--- src/rtl/tdm_demux4_pkg.sv ---
// tdm_pkg: shared definitions for the 4-slot TDM link (receiver tdm_demux4
// and the future tdm_mux4 transmitter).
package tdm_pkg;

  localparam int NUM_SLOTS = 4;
  localparam int SLOT_W    = 2;

  // Framing state: hunting for a start-of-frame, or running aligned
  typedef enum logic {
    HUNT = 1'b0,
    RUN  = 1'b1
  } tdm_state_t;

  // Index of the final slot of a frame, sized to the slot counter
  function automatic logic [SLOT_W-1:0] last_slot();
    return SLOT_W'(NUM_SLOTS - 1);
  endfunction

endpackage

--- src/rtl/tdm_demux4_if.sv ---
// tdm_demux4_if: serial input beat plus reconstructed parallel frame outputs.
// Optional macro TDM_DEMUX_FRAME_CNT_EN adds the frame_cnt output.
interface tdm_demux4_if #(
  parameter int W = 1
);
  import tdm_pkg::*;

  logic              in_valid;
  logic [W-1:0]      in_data;
  logic              in_sof;
  logic [W-1:0]      out0;
  logic [W-1:0]      out1;
  logic [W-1:0]      out2;
  logic [W-1:0]      out3;
  logic              frame_valid;
  logic              frame_err;
  logic [SLOT_W-1:0] slot;
`ifdef TDM_DEMUX_FRAME_CNT_EN
  logic [7:0]        frame_cnt;
`endif

  modport master (
`ifdef TDM_DEMUX_FRAME_CNT_EN
    input  frame_cnt,
`endif
    output in_valid, in_data, in_sof,
    input  out0, out1, out2, out3, frame_valid, frame_err, slot
  );

  modport slave (
`ifdef TDM_DEMUX_FRAME_CNT_EN
    output frame_cnt,
`endif
    input  in_valid, in_data, in_sof,
    output out0, out1, out2, out3, frame_valid, frame_err, slot
  );

endinterface

--- src/rtl/tdm_demux4_slot_ctr.sv ---
// tdm_slot_ctr: slot index of the next accepted sample. A start-of-frame
// sample always occupies slot 0, so load jumps straight to 1.
module tdm_slot_ctr
  import tdm_pkg::*;
(
  input  logic              clk,
  input  logic              rst,
  input  logic              load1,
  input  logic              inc,
  output logic [SLOT_W-1:0] slot
);

  // Load-to-1 wins over increment; increment wraps naturally 3 -> 0
  always_ff @(posedge clk) begin
    if (rst)
      slot <= '0;
    else if (load1)
      slot <= SLOT_W'(1);
    else if (inc)
      slot <= slot + SLOT_W'(1);
  end

endmodule

--- src/rtl/tdm_demux4.sv ---
// tdm_demux4: receive side of the 4-channel TDM link. Collects one sample
// per accepted beat, aligns on in_sof, and publishes complete frames.
// Optional macro TDM_DEMUX_FRAME_CNT_EN adds an 8-bit completed-frame counter.
module tdm_demux4
  import tdm_pkg::*;
#(
  parameter int W = 1
)(
  input  logic           clk,
  input  logic           rst,
  tdm_demux4_if.slave    bus
);

  tdm_state_t        state;
  logic [SLOT_W-1:0] slot;
  logic [W-1:0]      stage0, stage1, stage2;
  logic [W-1:0]      out0_q, out1_q, out2_q, out3_q;
  logic              frame_valid_q, frame_err_q;
  logic              slot_load, slot_inc;

  // A SOF beat always restarts at slot 0; ordinary beats advance only
  // while aligned and not sitting at a frame boundary
  assign slot_load = bus.in_valid & bus.in_sof;
  assign slot_inc  = (state == RUN) & bus.in_valid & ~bus.in_sof & (slot != '0);

  tdm_slot_ctr u_slot_ctr (
    .clk   (clk),
    .rst   (rst),
    .load1 (slot_load),
    .inc   (slot_inc),
    .slot  (slot)
  );

  // Framing FSM with staging registers and registered frame outputs
  always_ff @(posedge clk) begin
    if (rst) begin
      state         <= HUNT;
      stage0        <= '0;
      stage1        <= '0;
      stage2        <= '0;
      out0_q        <= '0;
      out1_q        <= '0;
      out2_q        <= '0;
      out3_q        <= '0;
      frame_valid_q <= 1'b0;
      frame_err_q   <= 1'b0;
    end else begin
      frame_valid_q <= 1'b0;
      frame_err_q   <= 1'b0;
      case (state)
        HUNT: begin
          if (bus.in_valid && bus.in_sof) begin
            stage0 <= bus.in_data;
            state  <= RUN;
          end
        end
        RUN: begin
          if (bus.in_valid) begin
            if (bus.in_sof) begin
              stage0 <= bus.in_data;
              if (slot != '0)
                frame_err_q <= 1'b1;
            end else if (slot == '0) begin
              frame_err_q <= 1'b1;
              state       <= HUNT;
            end else if (slot == last_slot()) begin
              out0_q        <= stage0;
              out1_q        <= stage1;
              out2_q        <= stage2;
              out3_q        <= bus.in_data;
              frame_valid_q <= 1'b1;
            end else if (slot == SLOT_W'(1)) begin
              stage1 <= bus.in_data;
            end else begin
              stage2 <= bus.in_data;
            end
          end
        end
        default: state <= HUNT;
      endcase
    end
  end

  assign bus.out0        = out0_q;
  assign bus.out1        = out1_q;
  assign bus.out2        = out2_q;
  assign bus.out3        = out3_q;
  assign bus.frame_valid = frame_valid_q;
  assign bus.frame_err   = frame_err_q;
  assign bus.slot        = slot;

`ifdef TDM_DEMUX_FRAME_CNT_EN
  logic [7:0] frame_cnt_q;

  // Count published frames; errors do not clear it, 255 wraps to 0
  always_ff @(posedge clk) begin
    if (rst)
      frame_cnt_q <= '0;
    else if (frame_valid_q)
      frame_cnt_q <= frame_cnt_q + 8'd1;
  end

  assign bus.frame_cnt = frame_cnt_q;
`endif

endmodule

--- src/flat_wrapper.sv ---
// flat-port wrapper written by rule: the top's interface ports become plain ports
module tdm_demux4_flat import tdm_pkg::*;
#(
  parameter int W = 1
)
  (clk, rst, bus_in_valid, bus_in_data, bus_in_sof, bus_out0, bus_out1, bus_out2, bus_out3, bus_frame_valid, bus_frame_err, bus_slot);
  tdm_demux4_if #(.W(W)) bus_i ();
  input  logic clk;
  input  logic rst;
  input wire logic [$bits(bus_i.in_valid)-1:0] bus_in_valid;
  input wire logic [$bits(bus_i.in_data)-1:0] bus_in_data;
  input wire logic [$bits(bus_i.in_sof)-1:0] bus_in_sof;
  output wire logic [$bits(bus_i.out0)-1:0] bus_out0;
  output wire logic [$bits(bus_i.out1)-1:0] bus_out1;
  output wire logic [$bits(bus_i.out2)-1:0] bus_out2;
  output wire logic [$bits(bus_i.out3)-1:0] bus_out3;
  output wire logic [$bits(bus_i.frame_valid)-1:0] bus_frame_valid;
  output wire logic [$bits(bus_i.frame_err)-1:0] bus_frame_err;
  output wire logic [$bits(bus_i.slot)-1:0] bus_slot;
  assign bus_i.in_valid = bus_in_valid;
  assign bus_i.in_data = bus_in_data;
  assign bus_i.in_sof = bus_in_sof;
  assign bus_out0 = bus_i.out0;
  assign bus_out1 = bus_i.out1;
  assign bus_out2 = bus_i.out2;
  assign bus_out3 = bus_i.out3;
  assign bus_frame_valid = bus_i.frame_valid;
  assign bus_frame_err = bus_i.frame_err;
  assign bus_slot = bus_i.slot;
  tdm_demux4 #(.W(W)) u_core (.clk(clk), .rst(rst), .bus(bus_i));
endmodule
--- config.mk ---
export PLATFORM = sky130hd
export DESIGN_NAME = tdm_demux4_flat
export DESIGN_NICKNAME = d
export VERILOG_FILES = /design/src/rtl/tdm_demux4_pkg.sv /design/src/rtl/tdm_demux4_if.sv /design/src/rtl/tdm_demux4_slot_ctr.sv /design/src/rtl/tdm_demux4.sv /design/src/flat_wrapper.sv
export SDC_FILE = /design/constraint.sdc
export NUM_CORES = 1
export LEC_CHECK = 0
export CORE_ASPECT_RATIO = 1.25
export CORE_MARGIN = 2
export CORE_UTILIZATION = 25
export CTS_CLUSTER_DIAMETER = 50
export DETAILED_ROUTE_END_ITERATION = 8
export MAX_ROUTING_LAYER = met4
export PLACE_DENSITY_LB_ADDON = 0.08
export RECOVER_POWER = 100
export SLEW_MARGIN = 10
export SYNTH_ARGS = -nofsm -noshare
export SYNTH_HDL_FRONTEND = slang
export SYNTH_SLANG_ARGS = --single-unit
--- constraint.sdc ---
create_clock -name clk -period 1.5 [get_ports clk]
set_input_delay 0.3 -clock clk [delete_from_list [all_inputs] [get_ports clk]]
set_output_delay 0.3 -clock clk [all_outputs]
set_load 0.01 [all_outputs]
==> implementation parameters <==
Parameter                              Value

Route
  Ratio of routed vias to standard cells ... 4.40
  Residual antenna-violating net count after detailed routing ... 0
  Met2 WL ... 553 µm
  Wire length per cell ... around 12 µm
  Top routing layer in use ... met4
  Routed metal-1 wirelength ... between 500 and 600 µm
  Wire length on met3 ... about 42 µm
  Detailed router's first-iteration violation count ... 2
  Drt total wl ... 1.18 mm
  Total DRC errors in the routed layout ... 0
  First-pass DRT Iterations ... 2
  Overall via count from detail_route ... 440

Finish
  Non-filler instance count after layout ... 100
  Most frequent standard cell in the layout excluding fill and tap cells ... dfxtp_1
  Layout Area Growth over Synthesis ... 46.6%
  Most frequent cells in the layout ... 10 x dfxtp_1, 8 x clkdlybuf4s50_1, 8 x buf_4
  Diodes inserted ... 0
  Total number of nets in the final design ... 90
  Fraction of final layout cells sized beyond drive strength 1 ... 26.6%
  Share of the core filled with cells in the final layout ... around 38%

Logic synthesis
  Dominant combinational cell family by area after synthesis ... simple AND/OR/NAND/NOR gates
  Xor/xnor cell area share of the yosys netlist ... under 10%
  Arithmetic-cell share of the synthesized area counting full adders, half adders and majority gates ... between 10% and 20%
  Total standard cell area after synthesis ... 551 µm²
  Syn. warnings ... 0
  Synthesized Nets ... 64
  Fraction of the mapped netlist area in compound gates ... under 10%
  Proportion of synthesized area in mux cells ... roughly an eighth
  Post-synthesis sequential area ratio ... roughly 44%
  Mean instance size in the synthesized netlist ... between 10 and 15 µm²
  Number of distinct library cells after synthesis ... 20
  Post-Synthesis Cells ... 54
  Post-synthesis share of cell area spent on and, or, nand and nor gates ... roughly 21%
  Number of synthesized register bits ... 12

STA
  TNS Setup ... 0 ps
  Unrepaired setup endpoints after global routing ... false
  Max transition margin ... ~76%
  Tmin final ... between 1000 and 1500 ps
  Worst Setup Slack, final ... a little under 50 ps
  Hold Slack ... roughly 470 ps
  Worst Skew ... between 5 and 6 ps
  Worst Max-Slew Pin Slew ... between 300 and 400 ps
  Final worst-path cycle share ... 96.7%
  Final Hold Violating Endpoints ... 0
  Total of endpoints with negative setup slack in the final report ... 0
  Max-slew violation count ... 0
  Peak clock frequency supported by timing ... 689 MHz

Critical path
  WP depth ... 1
  Cells along the critical path ... clkdlybuf4s50_1
  Critical Path Fanout Max ... 2
  Critical path endpoint category ... primary output
  Data required time of the worst path ... around 1200 ps
  Category of the critical setup timing path ... reg -> out
  Cell with the largest stage delay on the worst path ... clkdlybuf4s50_1
  End of the worst register-to-register path ... u_core.bus.out1
  Critical path arrival ... ~1200 ps
  Startpoint type of the worst setup path ... flip-flop
  Biggest cell delay along the critical path ... between 500 and 600 ps
  Combined buffer and inverter count along the critical path ... 1
  Reg-to-reg setup timing slack ... 110 ps
  Worst Reg2Reg Path Length in Cells ... 6
  R2R Path Start ... u_core.u_slot_ctr.slot[0]
  Family of cells with the greatest summed delay on the critical path ... buffers and inverters

Power and ir drop
  Portion of total power attributed to sequential cells ... just under 50%
  Clock network fraction of design power ... about two fifths
  VDD IR max ... roughly 0.00042 V
  Leak pwr ... between 0.3 and 0.4 nW
  Power per cell area ... roughly 820 mW/mm²
  Part of the total power dissipated in combinational logic ... between 10% and 20%
  Proportion of total power due to net switching ... roughly 23%
  Switching power ... 0.000151 W
  Internal power summed over all cells ... 0.000512 W

Placed design
  Post-DP HPWL ... roughly 900 µm
  Place WS ... -198 ps
  Count of port buffers added during placement ... 12
  Inst Count DP ... 94
  Global placement routability congestion ... 0.636

CTS
  Number of levels in the clock H-tree ... 1
  CTS tree ... built
  Clock latency on the worst-skew pair ... 270 ps
  Number of buffers added by the clock tree synthesis step ... 3
  Largest buffer count on any clock path ... 2
  Clk pin slew, worst setup/hold paths ... approximately 80 ps
  Number of clock sinks seen by CTS ... 12
  Library cell used as clock root buffer ... clkbuf_4
  Hold Buf Count CTS ... 0

Global route
  Wire length of the first global-routing pass ... 1.93 mm
  Initial antenna violation count ... 0
  Total gr overflow ... 0
  Tot GR Track Use ... roughly 11%
  Vias in the first global route ... 453
  Pin count of the biggest net entering global routing ... 11

Worst hold path
  Instance count along the most critical hold path ... 2
  Worst min-delay path endpoint ... u_core.stage0
  Startpoint of the most critical hold path ... u_core.stage0
  Classification of the worst-slack hold path ... reg -> reg

Floorplanning
  Number of rows in the core area ... 19
  Standard cell core area ... 0.00214 mm²
  Die Y-Extent ... around 56 µm
  Die ar. ... between 0.002 and 0.003 mm²
  Number of top-level pins ... 13
  Chip Width ... 46.0 µm
  Effective utilization at floorplan ... about a quarter

Outcome
  Result of the run ... completed

Run
  Number of maximum-capacitance constraint violations ... 0
-- registers in the layout (all words and copies together) (netlist names) --
name and count:
u_core.state 1, u_core.stage2 1, u_core.bus.out2 1, u_core.bus.out0 1
u_core.bus.frame_valid 1, u_core.u_slot_ctr.slot 2, u_core.bus.out1 1, u_core.bus.frame_err 1
u_core.bus.out3 1, u_core.stage1 1, u_core.stage0 1
-- per-layer routing --
metal / global-route usage, % / up-vias
met2: 15.5 / 7
met5: - / -
met1: 12.9 / 194
met3: 3.86 / 2
met4: 7.35 / 0
li1: - / 237
-- cells in the mapped netlist, drive strengths merged --
| library cell | n | area (µm²) |
|---|---|---|
| a211oi | 1 | 7.51 |
| a21oi | 3 | 15.0 |
| a311oi | 1 | 8.76 |
| and3b | 1 | 10.0 |
| and4bb | 1 | 16.3 |
| clkbuf | 2 | 8.75 |
| dfxtp | 12 | 240 |
| ha | 5 | 62.6 |
| inv | 4 | 15.0 |
| mux2i | 7 | 70.1 |
| nand2 | 4 | 15.0 |
| nand2b | 3 | 18.8 |
| nand3 | 1 | 5.00 |
| nand4 | 1 | 6.26 |
| nor2 | 4 | 15.0 |
| nor3 | 1 | 5.00 |
| nor3b | 1 | 7.51 |
| nor4b | 1 | 15.0 |
| xnor2 | 1 | 8.76 |
-- worst max-delay path by stage --
| stage | startpoint | to | slack (ps) |
|---|---|---|---|
| floorplan | u_core.u_slot_ctr.slot[0] | u_core.bus.out0 | 20 |
| global placement | bus_in_sof | u_core.bus.out0 | -170 |
| detailed placement | bus_in_sof | u_core.bus.out1 | -200 |
| CTS | u_core.bus.out0 | bus_out0 | 30 |
| global route | u_core.u_slot_ctr.slot[0] | u_core.bus.out1 | 2 |
| finish | u_core.bus.out0 | bus_out0 | 50 |
-- per-stage QoR --
step / total power (W) / instance area [µm²]
2_1_floorplan: 0.000369 / 551
3_3_place_gp: 0.000413 / 756
3_5_place_dp: 0.000413 / 756
4_1_cts: 0.000682 / 803
5_1_grt: 0.000704 / 807
6_report: 0.000663 / 807
-- repair_timing --
action / in CTS / in global routing
setup endpoints to repair: 4 / 5
gates resized for setup: 3 / 4
buffers inserted: 2 / 0
gates cloned: 0 / 0
-- power groups by stage --
stage,Clock [W],Sequential (W),Combinational (W)
floorplan,0,0.000338,0.0000312
global placement,0,0.000336,0.0000765
detailed placement,0,0.000336,0.0000766
CTS,0.000277,0.000329,0.0000760
global route,0.000292,0.000330,0.0000821
finish,0.000261,0.000329,0.0000727
-- cells by family after synthesis --
group	count (synthesis)
AO/OA/AOI/OAI	5
buffers and inverters	6
AND/OR/NAND/NOR	18
multiplexers	7
adder cells (fa/ha/maj)	5
XOR/XNOR	1
flip-flops	12
-- worst reg2reg max path: stages (launching register included) --
cell      delay (ps)
dfxtp_2          330
clkbuf_1         190
ha_1             250
nand4_1          140
buf_4            180
mux2i_1          130
nor2_1            60
-- layout make-up --
cell class                 instances  area, µm²
fill                             228       1330
timing repair buffer              23        195
sequential                        12        243
multi-input combinational         36        292
tap                               21       26.3
inverter                           4       15.0
clock buffer                       4       36.3
No activity file was read; power rests on OpenSTA's default activity.
